<file path="config.mk">
export PLATFORM = sky130hd
export DESIGN_NAME = sccb_reg_sequencer_flat
export DESIGN_NICKNAME = d
export VERILOG_FILES = /design/src/rtl/sccb_reg_sequencer_if.sv /design/src/rtl/sccb_reg_sequencer.sv /design/src/flat_wrapper.sv
export SDC_FILE = /design/constraint.sdc
export NUM_CORES = 1
export LEC_CHECK = 0
export BUFFER_PORTS_ARGS = -buffer_cell sky130_fd_sc_hd__buf_4
export CAP_MARGIN = 20
export CORE_UTILIZATION = 50
export CTS_BUF_LIST = sky130_fd_sc_hd__clkbuf_16
export DETAILED_ROUTE_END_ITERATION = 8
export MAX_ROUTING_LAYER = met4
export PLACE_DENSITY = 0.71
export REMOVE_ABC_BUFFERS = 1
export SLEW_MARGIN = 20
export SYNTH_ARGS = -nofsm -noshare
export SYNTH_HDL_FRONTEND = slang
export SYNTH_SLANG_ARGS = --single-unit
export TNS_END_PERCENT = 1
</file>
<file path="constraint.sdc">
create_clock -name clk_in -period 4.7 [get_ports clk_in]
set_input_delay 0.235 -clock clk_in [delete_from_list [all_inputs] [get_ports clk_in]]
set_output_delay 0.235 -clock clk_in [all_outputs]
set_load 0.02 [all_outputs]
</file>
<file path="src/rtl/sccb_reg_sequencer_if.sv">
// Command/data stream bundle between the register sequencer and an external i2c_master.
// Handshake rule: a transfer happens on a rising clk where valid && ready; valid never drops before that.
interface sccb_reg_sequencer_if;
  logic [6:0] cmd_address;
  logic       cmd_start;
  logic       cmd_read;
  logic       cmd_write;
  logic       cmd_write_multiple;
  logic       cmd_stop;
  logic       cmd_valid;
  logic       cmd_ready;
  logic [7:0] data_tdata;
  logic       data_tvalid;
  logic       data_tready;
  logic       data_tlast;
  logic       busy_in;
  logic       missed_ack_in;

  modport master (
    output cmd_address, cmd_start, cmd_read, cmd_write, cmd_write_multiple, cmd_stop, cmd_valid,
    input  cmd_ready,
    output data_tdata, data_tvalid, data_tlast,
    input  data_tready, busy_in, missed_ack_in
  );

  modport slave (
    input  cmd_address, cmd_start, cmd_read, cmd_write, cmd_write_multiple, cmd_stop, cmd_valid,
    output cmd_ready,
    input  data_tdata, data_tvalid, data_tlast,
    output data_tready, busy_in, missed_ack_in
  );
endinterface

</file>
<file path="src/rtl/sccb_reg_sequencer.sv">
// Walks a register script in BRAM and writes each entry to an SCCB device through i2c_master,
// handling delay entries, retries on missed ACK, error reporting and a completion pulse.
module sccb_reg_sequencer #(
  parameter int         RAM_DEPTH     = 256,
  parameter logic [6:0] DEV_ADDR      = 7'h3C,
  parameter int         REGADDR_BYTES = 2,
  parameter int         BRAM_LATENCY  = 2,
  parameter int         MAX_RETRIES   = 3,
  parameter int         DELAY_UNIT    = 100000,
  localparam int        AW            = $clog2(RAM_DEPTH),
  localparam int        EW            = 8 * REGADDR_BYTES + 8
) (
  input  logic                 clk_in,
  input  logic                 rst_in,
  input  logic                 start_valid,
  output logic                 start_ready,
  input  logic [AW-1:0]        start_addr,
  output logic [AW-1:0]        bram_addr,
  input  logic [EW-1:0]        bram_dout,
  sccb_reg_sequencer_if.master i2c,
  output logic                 done,
  output logic                 error,
  output logic [AW-1:0]        error_index,
  output logic [AW:0]          entries_written,
  output logic [2:0]           dbg_state
);

  localparam int LW = $clog2(BRAM_LATENCY + 1);
  localparam int RW = $clog2(MAX_RETRIES + 2);

  typedef enum logic [2:0] {
    S_IDLE, S_FETCH, S_WAIT_RAM, S_DECODE, S_ISSUE_CMD, S_WRITE_BYTE, S_WAIT_IDLE, S_DELAY
  } state_t;

  state_t        r_state, w_state;
  logic [AW-1:0] r_bram_addr, w_bram_addr;
  logic [EW-1:0] r_entry, w_entry;
  logic [LW-1:0] r_lat_cnt, w_lat_cnt;
  logic [31:0]   r_delay_cnt, w_delay_cnt;
  logic [1:0]    r_byte_idx, w_byte_idx;
  logic [RW-1:0] r_retry, w_retry;
  logic          r_missed, w_missed;
  logic          r_seen_busy, w_seen_busy;
  logic [AW:0]   r_entry_cnt, w_entry_cnt;
  logic [AW:0]   r_written, w_written;
  logic          r_error, w_error;
  logic [AW-1:0] r_error_index, w_error_index;
  logic          r_done, w_done;
  logic          w_advance;
  logic [EW-1:0] w_shift;

  always_ff @(posedge clk_in) begin
    if (rst_in) begin
      r_state       <= S_IDLE;
      r_bram_addr   <= '0;
      r_entry       <= '0;
      r_lat_cnt     <= '0;
      r_delay_cnt   <= '0;
      r_byte_idx    <= '0;
      r_retry       <= '0;
      r_missed      <= 1'b0;
      r_seen_busy   <= 1'b0;
      r_entry_cnt   <= '0;
      r_written     <= '0;
      r_error       <= 1'b0;
      r_error_index <= '0;
      r_done        <= 1'b0;
    end else begin
      r_state       <= w_state;
      r_bram_addr   <= w_bram_addr;
      r_entry       <= w_entry;
      r_lat_cnt     <= w_lat_cnt;
      r_delay_cnt   <= w_delay_cnt;
      r_byte_idx    <= w_byte_idx;
      r_retry       <= w_retry;
      r_missed      <= w_missed;
      r_seen_busy   <= w_seen_busy;
      r_entry_cnt   <= w_entry_cnt;
      r_written     <= w_written;
      r_error       <= w_error;
      r_error_index <= w_error_index;
      r_done        <= w_done;
    end
  end

  always_comb begin
    w_state       = r_state;
    w_bram_addr   = r_bram_addr;
    w_entry       = r_entry;
    w_lat_cnt     = r_lat_cnt;
    w_delay_cnt   = r_delay_cnt;
    w_byte_idx    = r_byte_idx;
    w_retry       = r_retry;
    w_missed      = r_missed;
    w_seen_busy   = r_seen_busy;
    w_entry_cnt   = r_entry_cnt;
    w_written     = r_written;
    w_error       = r_error;
    w_error_index = r_error_index;
    w_done        = 1'b0;
    w_advance     = 1'b0;

    // Bus status is tracked for the whole life of one send attempt.
    if (r_state inside {S_ISSUE_CMD, S_WRITE_BYTE, S_WAIT_IDLE}) begin
      w_missed    = r_missed | i2c.missed_ack_in;
      w_seen_busy = r_seen_busy | i2c.busy_in;
    end

    case (r_state)
      S_IDLE: begin
        if (start_valid) begin
          w_state     = S_FETCH;
          w_bram_addr = start_addr;
          w_error     = 1'b0;
          w_written   = '0;
          w_entry_cnt = '0;
          w_retry     = '0;
        end
      end
      S_FETCH: begin
        w_lat_cnt = LW'(BRAM_LATENCY - 1);
        w_state   = S_WAIT_RAM;
      end
      S_WAIT_RAM: begin
        if (r_lat_cnt == '0) w_state = S_DECODE;
        else                 w_lat_cnt = r_lat_cnt - 1'b1;
      end
      S_DECODE: begin
        w_entry = bram_dout;
        if (bram_dout == '0) begin
          w_done  = 1'b1;
          w_state = S_IDLE;
        end else if (&bram_dout[EW-1:8]) begin
          w_delay_cnt = 32'(bram_dout[7:0]) * 32'(DELAY_UNIT);
          w_state     = S_DELAY;
        end else begin
          w_state = S_ISSUE_CMD;
        end
      end
      S_ISSUE_CMD: begin
        if (i2c.cmd_ready) begin
          w_missed    = i2c.missed_ack_in;
          w_seen_busy = i2c.busy_in;
          w_byte_idx  = '0;
          w_state     = S_WRITE_BYTE;
        end
      end
      S_WRITE_BYTE: begin
        if (i2c.data_tready) begin
          if (r_byte_idx == 2'(REGADDR_BYTES)) w_state = S_WAIT_IDLE;
          else                                 w_byte_idx = r_byte_idx + 1'b1;
        end
      end
      S_WAIT_IDLE: begin
        if (r_seen_busy && !i2c.busy_in) begin
          if (!w_missed) begin
            w_written = r_written + 1'b1;
            w_retry   = '0;
            w_advance = 1'b1;
          end else if (r_retry < RW'(MAX_RETRIES)) begin
            w_retry = r_retry + 1'b1;
            w_state = S_ISSUE_CMD;
          end else begin
            w_error       = 1'b1;
            w_error_index = r_bram_addr;
            w_done        = 1'b1;
            w_state       = S_IDLE;
          end
        end
      end
      S_DELAY: begin
        if (r_delay_cnt == '0) w_advance = 1'b1;
        else                   w_delay_cnt = r_delay_cnt - 1'b1;
      end
      default: w_state = S_IDLE;
    endcase

    // A full lap of the table without a terminator also ends the run.
    if (w_advance) begin
      w_entry_cnt = r_entry_cnt + 1'b1;
      if (r_entry_cnt == (AW+1)'(RAM_DEPTH - 1)) begin
        w_done  = 1'b1;
        w_state = S_IDLE;
      end else begin
        w_bram_addr = (r_bram_addr == AW'(RAM_DEPTH - 1)) ? '0 : r_bram_addr + 1'b1;
        w_state     = S_FETCH;
      end
    end
  end

  assign w_shift = r_entry << {r_byte_idx, 3'b000};

  assign start_ready            = (r_state == S_IDLE) && !rst_in;
  assign bram_addr              = r_bram_addr;
  assign i2c.cmd_address        = DEV_ADDR;
  assign i2c.cmd_valid          = (r_state == S_ISSUE_CMD);
  assign i2c.cmd_start          = i2c.cmd_valid;
  assign i2c.cmd_write_multiple = i2c.cmd_valid;
  assign i2c.cmd_stop           = i2c.cmd_valid;
  assign i2c.cmd_read           = 1'b0;
  assign i2c.cmd_write          = 1'b0;
  assign i2c.data_tvalid        = (r_state == S_WRITE_BYTE);
  assign i2c.data_tdata         = w_shift[EW-1 -: 8];
  assign i2c.data_tlast         = i2c.data_tvalid && (r_byte_idx == 2'(REGADDR_BYTES));
  assign done                   = r_done;
  assign error                  = r_error;
  assign error_index            = r_error_index;
  assign entries_written        = r_written;
  assign dbg_state              = r_state;

endmodule
</file>
<file path="src/flat_wrapper.sv">
// flat-port wrapper written by rule: the top's interface ports become plain ports
module sccb_reg_sequencer_flat 
#(
  parameter int         RAM_DEPTH     = 256,
  parameter logic [6:0] DEV_ADDR      = 7'h3C,
  parameter int         REGADDR_BYTES = 2,
  parameter int         BRAM_LATENCY  = 2,
  parameter int         MAX_RETRIES   = 3,
  parameter int         DELAY_UNIT    = 100000,
  localparam int        AW            = $clog2(RAM_DEPTH),
  localparam int        EW            = 8 * REGADDR_BYTES + 8
)
  (clk_in, rst_in, start_valid, start_ready, start_addr, bram_addr, bram_dout, done, error, error_index, entries_written, dbg_state, i2c_cmd_address, i2c_cmd_start, i2c_cmd_read, i2c_cmd_write, i2c_cmd_write_multiple, i2c_cmd_stop, i2c_cmd_valid, i2c_cmd_ready, i2c_data_tdata, i2c_data_tvalid, i2c_data_tlast, i2c_data_tready, i2c_busy_in, i2c_missed_ack_in);
  sccb_reg_sequencer_if i2c_i ();
  input  logic clk_in;
  input  logic rst_in;
  input  logic start_valid;
  output logic start_ready;
  input  logic [AW-1:0] start_addr;
  output logic [AW-1:0] bram_addr;
  input  logic [EW-1:0] bram_dout;
  output logic done;
  output logic error;
  output logic [AW-1:0] error_index;
  output logic [AW:0] entries_written;
  output logic [2:0] dbg_state;
  output wire logic [$bits(i2c_i.cmd_address)-1:0] i2c_cmd_address;
  output wire logic [$bits(i2c_i.cmd_start)-1:0] i2c_cmd_start;
  output wire logic [$bits(i2c_i.cmd_read)-1:0] i2c_cmd_read;
  output wire logic [$bits(i2c_i.cmd_write)-1:0] i2c_cmd_write;
  output wire logic [$bits(i2c_i.cmd_write_multiple)-1:0] i2c_cmd_write_multiple;
  output wire logic [$bits(i2c_i.cmd_stop)-1:0] i2c_cmd_stop;
  output wire logic [$bits(i2c_i.cmd_valid)-1:0] i2c_cmd_valid;
  input wire logic [$bits(i2c_i.cmd_ready)-1:0] i2c_cmd_ready;
  output wire logic [$bits(i2c_i.data_tdata)-1:0] i2c_data_tdata;
  output wire logic [$bits(i2c_i.data_tvalid)-1:0] i2c_data_tvalid;
  output wire logic [$bits(i2c_i.data_tlast)-1:0] i2c_data_tlast;
  input wire logic [$bits(i2c_i.data_tready)-1:0] i2c_data_tready;
  input wire logic [$bits(i2c_i.busy_in)-1:0] i2c_busy_in;
  input wire logic [$bits(i2c_i.missed_ack_in)-1:0] i2c_missed_ack_in;
  assign i2c_cmd_address = i2c_i.cmd_address;
  assign i2c_cmd_start = i2c_i.cmd_start;
  assign i2c_cmd_read = i2c_i.cmd_read;
  assign i2c_cmd_write = i2c_i.cmd_write;
  assign i2c_cmd_write_multiple = i2c_i.cmd_write_multiple;
  assign i2c_cmd_stop = i2c_i.cmd_stop;
  assign i2c_cmd_valid = i2c_i.cmd_valid;
  assign i2c_i.cmd_ready = i2c_cmd_ready;
  assign i2c_data_tdata = i2c_i.data_tdata;
  assign i2c_data_tvalid = i2c_i.data_tvalid;
  assign i2c_data_tlast = i2c_i.data_tlast;
  assign i2c_i.data_tready = i2c_data_tready;
  assign i2c_i.busy_in = i2c_busy_in;
  assign i2c_i.missed_ack_in = i2c_missed_ack_in;
  sccb_reg_sequencer #(.RAM_DEPTH(RAM_DEPTH), .DEV_ADDR(DEV_ADDR), .REGADDR_BYTES(REGADDR_BYTES), .BRAM_LATENCY(BRAM_LATENCY), .MAX_RETRIES(MAX_RETRIES), .DELAY_UNIT(DELAY_UNIT)) u_core (.clk_in(clk_in), .rst_in(rst_in), .start_valid(start_valid), .start_ready(start_ready), .start_addr(start_addr), .bram_addr(bram_addr), .bram_dout(bram_dout), .i2c(i2c_i), .done(done), .error(error), .error_index(error_index), .entries_written(entries_written), .dbg_state(dbg_state));
endmodule
</file>
==> flow_metrics.py, run 1 <==
metrics = {
    "status": {
        "run_status": "completed",
    },
    "worst_setup_path": {
        "end_kind": "flop",
        "worst_r2r_path_depth": 6,
        "r2r-start": "u_core.dbg_state[1]$_SDFFE_PP0P_",
        "worstSetupStartpointType": "input pin",
        "timing.critical_path.from": "bram_dout[2]",
        "worstSetupPathType": "in2reg",
        "worstReg2RegEnd": "u_core.r_delay_cnt[6]$_SDFFE_PP0P_",
        "critPathArrivalTime_ns": 3.85,
        "rrSetupSlack_ns": 1.53,
        "crit_fanout": 6,
        "critical_path_required_ns": 4.95,
        "cp-endpoint": "u_core.r_delay_cnt[24]$_SDFFE_PP0P_",
    },
    "die": {
        "floorplan.initialDensity": 0.5158,
        "rows": 43,
        "core-area_sq_um": 13930,
        "die_height_microns": 121.9,
        "ioPinCount": 93,
        "die_w_microns": 121.9,
        "floorplan.die_area_sq_um": 14860,
    },
    "clock_tree": {
        "cts.repair.resized": 0,
        "cts.path.max_buffers": 2,
        "htree_levels": 3,
        "tritoncts": "yes",
        "post_cts.repair.setup_buffers": 0,
        "cts_hold_buf": 0,
        "cts.sink_count": 104,
        "clk_root_buffer_cell": "sky130_fd_sc_hd__clkbuf_16",
        "cts.clk_slew.worst_paths_ns": 0.07,
        "worstSkewPairLatency_ns": 0.36,
        "tritoncts.num_buffers": 9,
    },
    "route": {
        "detail_route.iter0.violations": 448,
        "routed_via_density": 5.834,
        "totalWireLength_microns": 18050,
        "ant_nets": 0,
        "drt_pre_antenna_iters": 5,
        "via_count": 6680,
        "drc": 0,
        "routedWlPerCell_microns": 15.77,
    },
    "finish": {
        "num_antenna_cells": 0,
        "flow.area_growth_from_synthesis_pct": 13.02,
        "final.fill_count": 1331,
        "nNetsFinal": 1077,
        "layout-drive-gt1-share": 0.1337,
        "final_cells": 1145,
    },
    "yosys": {
        "ys_flop_type": "sky130_fd_sc_hd__dfxtp_1",
        "synth_top_cell_area_share": 0.2897,
        "mappedNetlistArea_sq_um": 7187,
        "synth_top_cells_by_count": "115 x sky130_fd_sc_hd__nand2_1, 104 x sky130_fd_sc_hd__dfxtp_1, 86 x sky130_fd_sc_hd__nor2_1",
        "ffs_latches_synth": 104,
        "synth.most_common_cell": "sky130_fd_sc_hd__nand2_1",
        "synth_area_leader_cell": "sky130_fd_sc_hd__dfxtp_1",
        "synthDistinctLibCells": 70,
        "synthesis.area_per_instance_sq_um": 7.924,
        "async_reset_ff_frac": 0,
        "synth.top_cells.by_area": "sky130_fd_sc_hd__dfxtp_1 29%, sky130_fd_sc_hd__ha_1 11%, sky130_fd_sc_hd__nand2_1 6.0%",
        "part_of_the_yosys_area_used_for_sequential_elements": 0.2897,
        "synthCells": 907,
        "edff_count_synth": 0,
        "synth_warnings": 0,
    },
    "power": {
        "power.static_leakage_nw": 3.394,
        "comb_power_share": 0.344,
        "share_seq_of_total_power": 0.385,
        "maximum_vdd_ir_drop_v": 0.0002319,
        "net_switching_power_uw": 919.1,
        "power_switching_share": 0.3599,
        "cellInternalPower_mw": 1.635,
        "clock_power_share": 0.271,
        "power.density_nw_per_um2": 314.4,
    },
    "hold_path": {
        "hp-class": "in2reg",
    },
    "grt": {
        "vias_in_the_first_global_route": 5921,
        "wire_length_of_the_first_global_routing_pass_microns": 29380,
        "number_of_antenna_violations_at_the_first_check_in_global_routing": 0,
        "grt_overflow_total": 0,
        "gr-usage-all-layers": 0.2562,
        "grt_start_max_net_pins": 49,
    },
    "sta": {
        "tightest_slew_ns": 1.032,
        "finClkSkew_ns": 0.009454,
        "fin_crit_sh": 0.7668,
        "rsz_0062_raised_after_global_routing": "no",
        "finalSetupTns_ns": 0,
        "finalMaxSlewViolations": 0,
        "final.min_clock_period_ns": 3.604,
        "timing.final.hold_violations": 0,
        "fmax_mhz": 277.5,
        "setup_viol": 0,
        "timing.slew.headroom": 0.3055,
    },
    "flow_run": {
        "max_cap_violation_count": 0,
    },
    "placement": {
        "final_weighted_congestion_in_routability_driven_placement": 0.8724,
        "placement.io_buffers": 83,
        "dp_hpwl_microns": 13150,
        "place.detailed.instances": 1130,
    },
}
==> worst min-delay path by stage <==
stage,start,to,slack (ns),depth (start not counted)
after global routing,i2c_missed_ack_in,u_core.r_missed$_SDFF_PP0_,0.11,3
final,i2c_missed_ack_in,u_core.r_missed$_SDFF_PP0_,0.11,3
after global placement,u_core.r_entry[16]$_SDFFE_PP0P_,u_core.r_entry[16]$_SDFFE_PP0P_,0.44,2
after floorplan,rst_in,u_core.r_entry_cnt[2]$_SDFFE_PP0P_,0.30,1
after CTS,i2c_missed_ack_in,u_core.r_missed$_SDFF_PP0_,0.10,3
after detailed placement,u_core.r_entry[17]$_SDFFE_PP0P_,u_core.r_entry[17]$_SDFFE_PP0P_,0.45,2
==> critical path, stage by stage <==
cell and delay (ns):
sky130_fd_sc_hd__buf_4 0.14, sky130_fd_sc_hd__ha_1 0.32, sky130_fd_sc_hd__ha_1 0.29, sky130_fd_sc_hd__inv_1 0.05
sky130_fd_sc_hd__fa_1 0.50, sky130_fd_sc_hd__inv_1 0.05, sky130_fd_sc_hd__fa_1 0.44, sky130_fd_sc_hd__ha_1 0.40
sky130_fd_sc_hd__nand3_1 0.10, sky130_fd_sc_hd__o211a_1 0.26, sky130_fd_sc_hd__o21ai_0 0.50, sky130_fd_sc_hd__a41oi_1 0.23
sky130_fd_sc_hd__o311ai_0 0.33
==> cell usage in the layout (no fill, tap or decap), types with 11 or more instances in the layout <==
cell type / count
sky130_fd_sc_hd__nand2_1: 115
sky130_fd_sc_hd__dfxtp_1: 104
sky130_fd_sc_hd__buf_4: 90
sky130_fd_sc_hd__nor2_1: 86
sky130_fd_sc_hd__a21oi_1: 82
sky130_fd_sc_hd__ha_1: 65
sky130_fd_sc_hd__o21ai_0: 38
sky130_fd_sc_hd__nand3_1: 37
sky130_fd_sc_hd__inv_1: 35
sky130_fd_sc_hd__nor3_1: 30
sky130_fd_sc_hd__nor4_1: 22
sky130_fd_sc_hd__mux2i_1: 21
sky130_fd_sc_hd__or3_1: 15
sky130_fd_sc_hd__xor2_1: 14
sky130_fd_sc_hd__and3_1: 13
sky130_fd_sc_hd__xnor2_1: 12
sky130_fd_sc_hd__fa_1: 12
sky130_fd_sc_hd__nand4_1: 11
==> per-layer routing <==
| metal | GRT usage | wire length, microns |
|---|---|---|
| met3 | 0.03464 | 867 |
| met1 | 0.3507 | 8745 |
| met5 | - | 0 |
| met2 | 0.3831 | 8047 |
| met4 | 0.09336 | 391 |
==> cells by family (layout without fill, tap and decap cells) <==
group           Yosys count  in the layout  synth area share
simple gates            386            386            0.2665
compound gates          201            201            0.1781
flops                   104            104            0.2897
buf+inv                  88            139           0.05397
fa+ha+maj                77             77            0.1466
xor+xnor                 26             26           0.03169
mux                      23             23           0.03238
other cells               2              9          0.001045
==> power by group through the flow <==
stage	Combinational (mW)	Sequential, mW	Clock, mW
after floorplan	0.600	1.01	0
after global placement	0.862	1.00	0
after detailed placement	0.871	1.00	0
after CTS	0.878	0.982	0.708
after global routing	0.982	0.990	0.744
final	0.879	0.982	0.692
==> registers in the layout, indices dropped and copies added (netlist names), 2 cells and up <==
register,cells
u_core.r_retry,3
u_core.r_entry,24
u_core.r_entry_cnt,9
u_core.r_lat_cnt,2
u_core.bram_addr,8
u_core.error_index,8
u_core.r_byte_idx,2
u_core.dbg_state,3
u_core.entries_written,9
u_core.r_delay_cnt,32
==> layout make-up <==
cell class,count,area [sq um],share of cell area
timing repair buffer,90,675.6,0.08318
tap,180,225.2,0.02773
sequential,104,2082,0.2563
clock buffer,9,225.2,0.02773
inverter,34,127.6,0.01571
multi-input combinational,722,4750,0.5847
clock inverter,6,37.54,0.004621
==> metrics by stage <==
stage	hold slack, ns	utilization	instance area, sq um	worst slack [ns]	power (mW)
after floorplan	0.2996	-	6953	1.172	1.606
after global placement	0.4419	0.5641	7860	0.8682	1.864
after detailed placement	0.4458	0.5641	7860	0.7513	1.873
after CTS	0.1000	0.5829	8123	1.111	2.567
after global routing	0.1117	0.5829	8123	0.9448	2.716
final	0.1123	0.5829	8123	1.096	2.554
Power figures use the tool's default switching activity.
==> run 2: changes to the inputs <==
- PLACE_DENSITY: 0.71 -> 0.73
- clock period: 4.7 -> 3 ns (I/O delays scaled with it)
==> run 2 against run 1 <==
Against the previous run: the flow now finishes with violations (negative setup slack); largest cell class unchanged; critical path depth up 1; setup slack worse by 1.2 ns; clock power up 73%; via count up 7.2%; final cell count up 6.9%; clock-buffer cell count unchanged; die area unchanged; combinational power up 120%.
==> flow_metrics.py, run 2 (synthesis gave the netlist of run 1 again) <==
metrics = {
    "die": {
        "rows": 43,
        "core-area_sq_um": 13930,
        "ioPinCount": 93,
        "floorplan.initialDensity": 0.5158,
        "die_height_microns": 121.9,
        "die_w_microns": 121.9,
        "floorplan.die_area_sq_um": 14860,
    },
    "worst_setup_path": {
        "cpLargestDelayFamily": "adder cells",
        "crit_chain": "buf_8, ha_4, ha_4, inv_2, fa_1, inv_2, fa_1, ha_4, nor2b_4, o211ai_1, a211oi_2, or3_1, a32o_1, a32o_1",
        "end_kind": "flop",
        "crit_fanout": 3,
        "crit_path_frequent_cell": "sky130_fd_sc_hd__ha_4",
        "cp_num_buf_inv": 3,
        "worst_r2r_path_depth": 7,
        "rrSetupSlack_ns": 0.13,
        "critical_path_required_ns": 3.24,
        "r2r-start": "u_core.r_delay_cnt[21]$_SDFFE_PP0P_",
        "critPathArrivalTime_ns": 3.39,
        "cp_slowest_stage_delay_ns": 0.54,
        "critical_path.slowest_cell": "sky130_fd_sc_hd__fa_1",
        "worstSetupStartpointType": "input pin",
        "worstSetupPathType": "in2reg",
        "worstReg2RegEnd": "u_core.bram_addr[6]$_SDFF_PP0_",
    },
    "sta": {
        "setup_viol": 6,
        "fin_crit_sh": 1.047,
        "hold-worst-slack_ns": 0.02858,
        "fmax_mhz": 318.2,
        "finalMaxSlewViolations": 0,
        "timing.slew.headroom": 0.4216,
        "finClkSkew_ns": 0.008321,
        "layout_setup_ws_ns": -0.1425,
        "finalSetupTns_ns": -0.2943,
        "rsz_0062_raised_after_global_routing": "yes",
        "timing.final.hold_violations": 0,
        "tightest_slew_ns": 0.8676,
        "final.min_clock_period_ns": 3.142,
    },
    "hold_path": {
        "worstHoldPathCells": 3,
        "hp-class": "in2reg",
        "timing.hold.worst.start": "i2c_missed_ack_in",
        "min_to": "u_core.r_missed$_SDFF_PP0_",
    },
    "finish": {
        "layout.cells.most_common": "sky130_fd_sc_hd__buf_4",
        "largest_reg_flops": 32,
        "nNetsFinal": 1155,
        "registers_with_the_most_flip_flops": "u_core.r_delay_cnt (32), u_core.r_entry (24)",
        "top_library_cells_by_usage_in_the_layout_fill_and_taps_aside": "165 x sky130_fd_sc_hd__buf_4, 115 x sky130_fd_sc_hd__nand2_1, 104 x sky130_fd_sc_hd__dfxtp_1, 85 x sky130_fd_sc_hd__nor2_1, 81 x sky130_fd_sc_hd__a21oi_1",
        "num_antenna_cells": 0,
        "layout-drive-gt1-share": 0.2213,
        "flow.area_growth_from_synthesis_pct": 24.43,
        "top_register": "u_core.r_delay_cnt",
    },
    "placement": {
        "placement.io_buffers": 83,
        "final_weighted_congestion_in_routability_driven_placement": 0.8829,
        "dp_hpwl_microns": 14030,
    },
    "status": {
        "run_status": "finished with violations",
        "failed_checks": "negative setup slack",
    },
    "route": {
        "via_count": 7162,
        "routed_via_density": 5.851,
        "detail_route.iter0.violations": 576,
        "routedWlPerCell_microns": 15.73,
        "totalWireLength_microns": 19260,
        "drc": 0,
        "drt_pre_antenna_iters": 7,
        "ant_nets": 0,
    },
    "clock_tree": {
        "cts.path.max_buffers": 2,
        "cts.sink_count": 104,
        "htree_levels": 3,
        "worstSkewPairLatency_ns": 0.35,
        "cts_hold_buf": 0,
        "clk_root_buffer_cell": "sky130_fd_sc_hd__clkbuf_16",
        "tritoncts": "yes",
        "cts.clk_slew.worst_paths_ns": 0.07,
        "tritoncts.num_buffers": 9,
    },
    "grt": {
        "gr-usage-all-layers": 0.2757,
        "number_of_antenna_violations_at_the_first_check_in_global_routing": 0,
        "vias_in_the_first_global_route": 6622,
        "wire_length_of_the_first_global_routing_pass_microns": 31570,
        "grt_start_max_net_pins": 41,
        "grt_overflow_total": 0,
    },
    "flow_run": {
        "max_cap_violation_count": 0,
    },
    "power": {
        "power.density_nw_per_um2": 512.1,
        "power.static_leakage_nw": 3.826,
        "maximum_vdd_ir_drop_v": 0.0003448,
    },
}
[run 2: cell types whose count changed in the layout (fill, tap and decap cells not counted), moves of 2 or more]
cell | before | now
sky130_fd_sc_hd__xnor2_2 | 0 | 2
sky130_fd_sc_hd__o21ai_1 | 0 | 3
sky130_fd_sc_hd__inv_2 | 0 | 2
sky130_fd_sc_hd__clkinv_1 | 0 | 2
sky130_fd_sc_hd__xnor2_1 | 12 | 10
sky130_fd_sc_hd__clkinvlp_4 | 2 | 0
sky130_fd_sc_hd__buf_4 | 90 | 165
sky130_fd_sc_hd__ha_4 | 0 | 8
sky130_fd_sc_hd__inv_1 | 35 | 32
sky130_fd_sc_hd__ha_1 | 65 | 57
sky130_fd_sc_hd__a211oi_1 | 5 | 3
sky130_fd_sc_hd__o21ai_2 | 1 | 3
sky130_fd_sc_hd__o21ai_0 | 38 | 33
[run 2: power breakdown]
group / leakage, nW / switching [mW] / total (mW) / internal, mW
Clock: 0.145 / 0.549 / 1.20 / 0.648
Combinational: 2.84 / 0.997 / 1.89 / 0.890
Sequential: 0.840 / 0.0554 / 1.50 / 1.44
[run 2: final cells by class]
type                       count  area [sq um]
clock buffer                   9         225.2
clock inverter                 7         68.82
fill                        1196          4992
inverter                      34         127.6
multi-input combinational    722          4928
sequential                   104          2082
tap                          180         225.2
timing repair buffer         168          1285
[run 2: worst max path at each step]
stage	slack (ns)	startpoint	to	cells past startpoint
floorplan	-0.44	bram_dout[2]	u_core.r_delay_cnt[19]$_SDFFE_PP0P_	13
global placement	-0.65	bram_dout[2]	u_core.r_delay_cnt[19]$_SDFFE_PP0P_	14
detailed placement	-0.71	bram_dout[2]	u_core.r_delay_cnt[19]$_SDFFE_PP0P_	14
CTS	-0.10	bram_dout[4]	u_core.r_delay_cnt[19]$_SDFFE_PP0P_	14
global route	-0.25	bram_dout[4]	u_core.r_delay_cnt[19]$_SDFFE_PP0P_	14
finish	-0.14	bram_dout[4]	u_core.r_delay_cnt[19]$_SDFFE_PP0P_	14
[run 2: metrics by stage]
step | utilization | cells | power, mW | setup slack, ns | cell area, sq um
2_1_floorplan | - | 860 | 2.517 | -0.4428 | 6953
3_3_place_gp | 0.6048 | 1204 | 3.180 | -0.6472 | 8428
3_5_place_dp | 0.6048 | 1204 | 3.206 | -0.7150 | 8428
4_1_cts | 0.6372 | 1224 | 4.499 | -0.1014 | 8879
5_1_grt | 0.6417 | 1224 | 4.853 | -0.2462 | 8942
6_report | 0.6417 | 1224 | 4.579 | -0.1425 | 8942
[run 2: what timing repair did]
action / 4_1_cts / 5_1_grt
buffers inserted: 4 / 0
endpoints found under the setup margin: 8 / 9
pin swaps: 13 / 9
resized for setup: 23 / 12
[run 2: worst min-delay path: stages]
cell and delay, ns:
sky130_fd_sc_hd__buf_4 0.10, sky130_fd_sc_hd__a21oi_1 0.04, sky130_fd_sc_hd__nor2_1 0.07
[run 2: layer usage]
metal / vias up / global-route usage / wire length (microns) / share of wire
met4: 0 / 0.1065 / 461 / 0.024
met3: 43 / 0.03558 / 1124 / 0.058
met1: 3340 / 0.3592 / 8616 / 0.45
li1: 3518 / - / - / -
met5: - / - / 0 / 0
met2: 261 / 0.4329 / 9053 / 0.47
==> run 3: changes to the inputs <==
- REMOVE_ABC_BUFFERS: 1 -> unset
==> run 3 against run 2 <==
Against the previous run: the flow still finishes with violations (negative setup slack); non-clock buffer count shrank 12; critical path depth grew 1; cell area shrank 0.42%; clock power grew 7%; sequential share of layout area grew 0.098 points; clock skew shrank 0.0016 ns; wire length is essentially flat; utilization shrank 0.27 points; first-iteration DRC count grew 15%; critical endpoint is now u_core.r_delay_cnt[23]$_SDFFE_PP0P_; largest cell class unchanged; highest routed layer unchanged.
==> flow_metrics.py, run 3 (synthesis gave the netlist of run 1 again) <==
metrics = {
    "status": {
        "run_status": "finished with violations",
        "failed_checks": "negative setup slack",
    },
    "worst_setup_path": {
        "crit_path_frequent_cell": "sky130_fd_sc_hd__ha_4",
        "cp_slowest_stage_delay_ns": 0.49,
        "worstSetupStartpointType": "input pin",
        "end_kind": "flop",
        "critical_path_required_ns": 3.24,
        "critical_path.slowest_cell": "sky130_fd_sc_hd__fa_1",
        "timing.critical_path.from": "bram_dout[2]",
        "crit_fanout": 3,
        "worstSetupPathType": "in2reg",
        "crit_chain": "buf_4, ha_4, ha_4, inv_2, fa_1, inv_1, fa_1, ha_4, nor2b_4, o211ai_1, buf_4, a211oi_1, a21oi_1, mux2i_1, a21oi_1",
        "critPathArrivalTime_ns": 3.43,
        "r2r-start": "u_core.r_delay_cnt[22]$_SDFFE_PP0P_",
    },
    "clock_tree": {
        "clk_root_buffer_cell": "sky130_fd_sc_hd__clkbuf_16",
        "worstSkewPairLatency_ns": 0.36,
        "cts_hold_buf": 0,
        "tritoncts": "yes",
        "cts.sink_count": 104,
        "cts.clk_slew.worst_paths_ns": 0.08,
        "cts.path.max_buffers": 2,
        "htree_levels": 3,
        "tritoncts.num_buffers": 9,
    },
    "sta": {
        "fin_crit_sh": 1.061,
        "finalMaxSlewViolations": 0,
        "timing.final.hold_violations": 0,
        "rsz_0062_raised_after_global_routing": "yes",
        "setup_viol": 4,
        "layout_setup_ws_ns": -0.1836,
        "timing.slew.headroom": 0.4504,
        "final.min_clock_period_ns": 3.184,
        "fmax_mhz": 314.1,
        "finClkSkew_ns": 0.006677,
        "tightest_slew_ns": 0.8245,
    },
    "placement": {
        "final_weighted_congestion_in_routability_driven_placement": 0.9121,
        "place.detailed.instances": 1192,
        "dp_hpwl_microns": 14280,
        "place_area_sq_um": 8386,
        "placement.io_buffers": 83,
    },
    "route": {
        "drt_pre_antenna_iters": 5,
        "ant_nets": 0,
        "totalWireLength_microns": 19260,
        "via_count": 7031,
        "drc": 0,
        "routedWlPerCell_microns": 15.89,
        "detail_route.iter0.violations": 665,
        "routed_via_density": 5.801,
    },
    "die": {
        "ioPinCount": 93,
        "rows": 43,
        "die_w_microns": 121.9,
        "floorplan.initialDensity": 0.5158,
        "core-area_sq_um": 13930,
        "floorplan.die_area_sq_um": 14860,
        "die_height_microns": 121.9,
    },
    "power": {
        "power.static_leakage_nw": 3.758,
        "power.density_nw_per_um2": 518.6,
        "comb_power_share": 0.398,
        "cellInternalPower_mw": 2.971,
        "net_switching_power_mw": 1.647,
        "maximum_vdd_ir_drop_v": 0.0003483,
        "clock_power_share": 0.278,
        "power_switching_share": 0.3567,
        "share_seq_of_total_power": 0.324,
        "power.total_mw": 4.618,
    },
    "grt": {
        "grt_overflow_total": 0,
        "gr-usage-all-layers": 0.2679,
        "vias_in_the_first_global_route": 6352,
        "number_of_antenna_violations_at_the_first_check_in_global_routing": 0,
        "grt_start_max_net_pins": 54,
        "wire_length_of_the_first_global_routing_pass_microns": 30770,
    },
    "finish": {
        "final_cells": 1212,
        "post-route-util": 0.6390,
        "layout.cells.most_common": "sky130_fd_sc_hd__buf_4",
        "layout-drive-gt1-share": 0.2141,
        "largest_reg_flops": 32,
        "layout.area.seq_sq_um": 2082,
        "flow.area_growth_from_synthesis_pct": 23.90,
        "postLayoutCellArea_sq_um": 8905,
        "top_register": "u_core.r_delay_cnt",
        "final.fill_count": 1233,
        "multi_input_comb_area_sq_um": 4962,
        "top_library_cells_by_usage_in_the_layout_fill_and_taps_aside": "155 x sky130_fd_sc_hd__buf_4, 115 x sky130_fd_sc_hd__nand2_1, 104 x sky130_fd_sc_hd__dfxtp_1, 85 x sky130_fd_sc_hd__nor2_1, 79 x sky130_fd_sc_hd__a21oi_1",
        "num_antenna_cells": 0,
        "registers_with_the_most_flip_flops": "u_core.r_delay_cnt (32), u_core.r_entry (24)",
        "nNetsFinal": 1143,
    },
    "hold_path": {
        "timing.hold.worst.start": "i2c_missed_ack_in",
        "hp-class": "in2reg",
    },
    "flow_run": {
        "max_cap_violation_count": 0,
    },
}
[run 3: final timing paths]
check                                             end  slack, ns  cells past startpoint
setup / recovery  u_core.r_delay_cnt[23]$_SDFFE_PP0P_      -0.18                     15
hold / removal             u_core.r_missed$_SDFF_PP0_       0.02                      3
setup reg to reg       u_core.bram_addr[6]$_SDFF_PP0_       0.25                      7
hold reg to reg       u_core.r_entry[22]$_SDFFE_PP0P_       0.46                      2
[run 3: repair_timing]
action	CTS	global route
pin swaps	3	2
resized for setup	8	15
endpoints found under the hold margin	0	0
setup buffers	4	0
setup endpoints to repair	8	10
[run 3: stage by stage]
stage	TNS (ns)	hold WS [ns]	setup slack, ns
after floorplan	-0.9589	0.2674	-0.2548
after global placement	-4.147	0.3795	-0.5038
after detailed placement	-4.972	0.3937	-0.6071
after CTS	-0.4327	0.01024	-0.1559
after global routing	-1.037	0.02205	-0.2494
final	-0.5638	0.02433	-0.1836
[run 3: power by group through the flow]
stage | Combinational (mW) | Sequential, mW | Clock [mW]
2_1_floorplan | 1.06 | 1.55 | 0
3_3_place_gp | 1.64 | 1.53 | 0
4_1_cts | 1.76 | 1.49 | 1.30
5_1_grt | 2.02 | 1.50 | 1.35
3_5_place_dp | 1.67 | 1.53 | 0
6_report | 1.84 | 1.50 | 1.28
[run 3: cell type report]
cell class                 count  area share
multi-input combinational    722      0.5573
clock buffer                   9     0.02529
sequential                   104      0.2338
timing repair buffer         156      0.1329
inverter                      34     0.01433
tap                          180     0.02529
clock inverter                 7     0.01110
[run 3: per-layer routing]
metal,track usage,part of all wire
met1,0.3531,0.46
met2,0.4237,0.47
met3,0.04354,0.057
met4,0.07099,0.015
met5,-,0
[run 3: worst max-delay path: cells and delay by family]
kind                       cells  cell delay, ns
AOI/OAI and AO/OA              4            0.73
adders and majority gates      5            1.78
buffers and inverters          4            0.37
muxes                          1            0.25
and+or+nand+nor                1            0.15
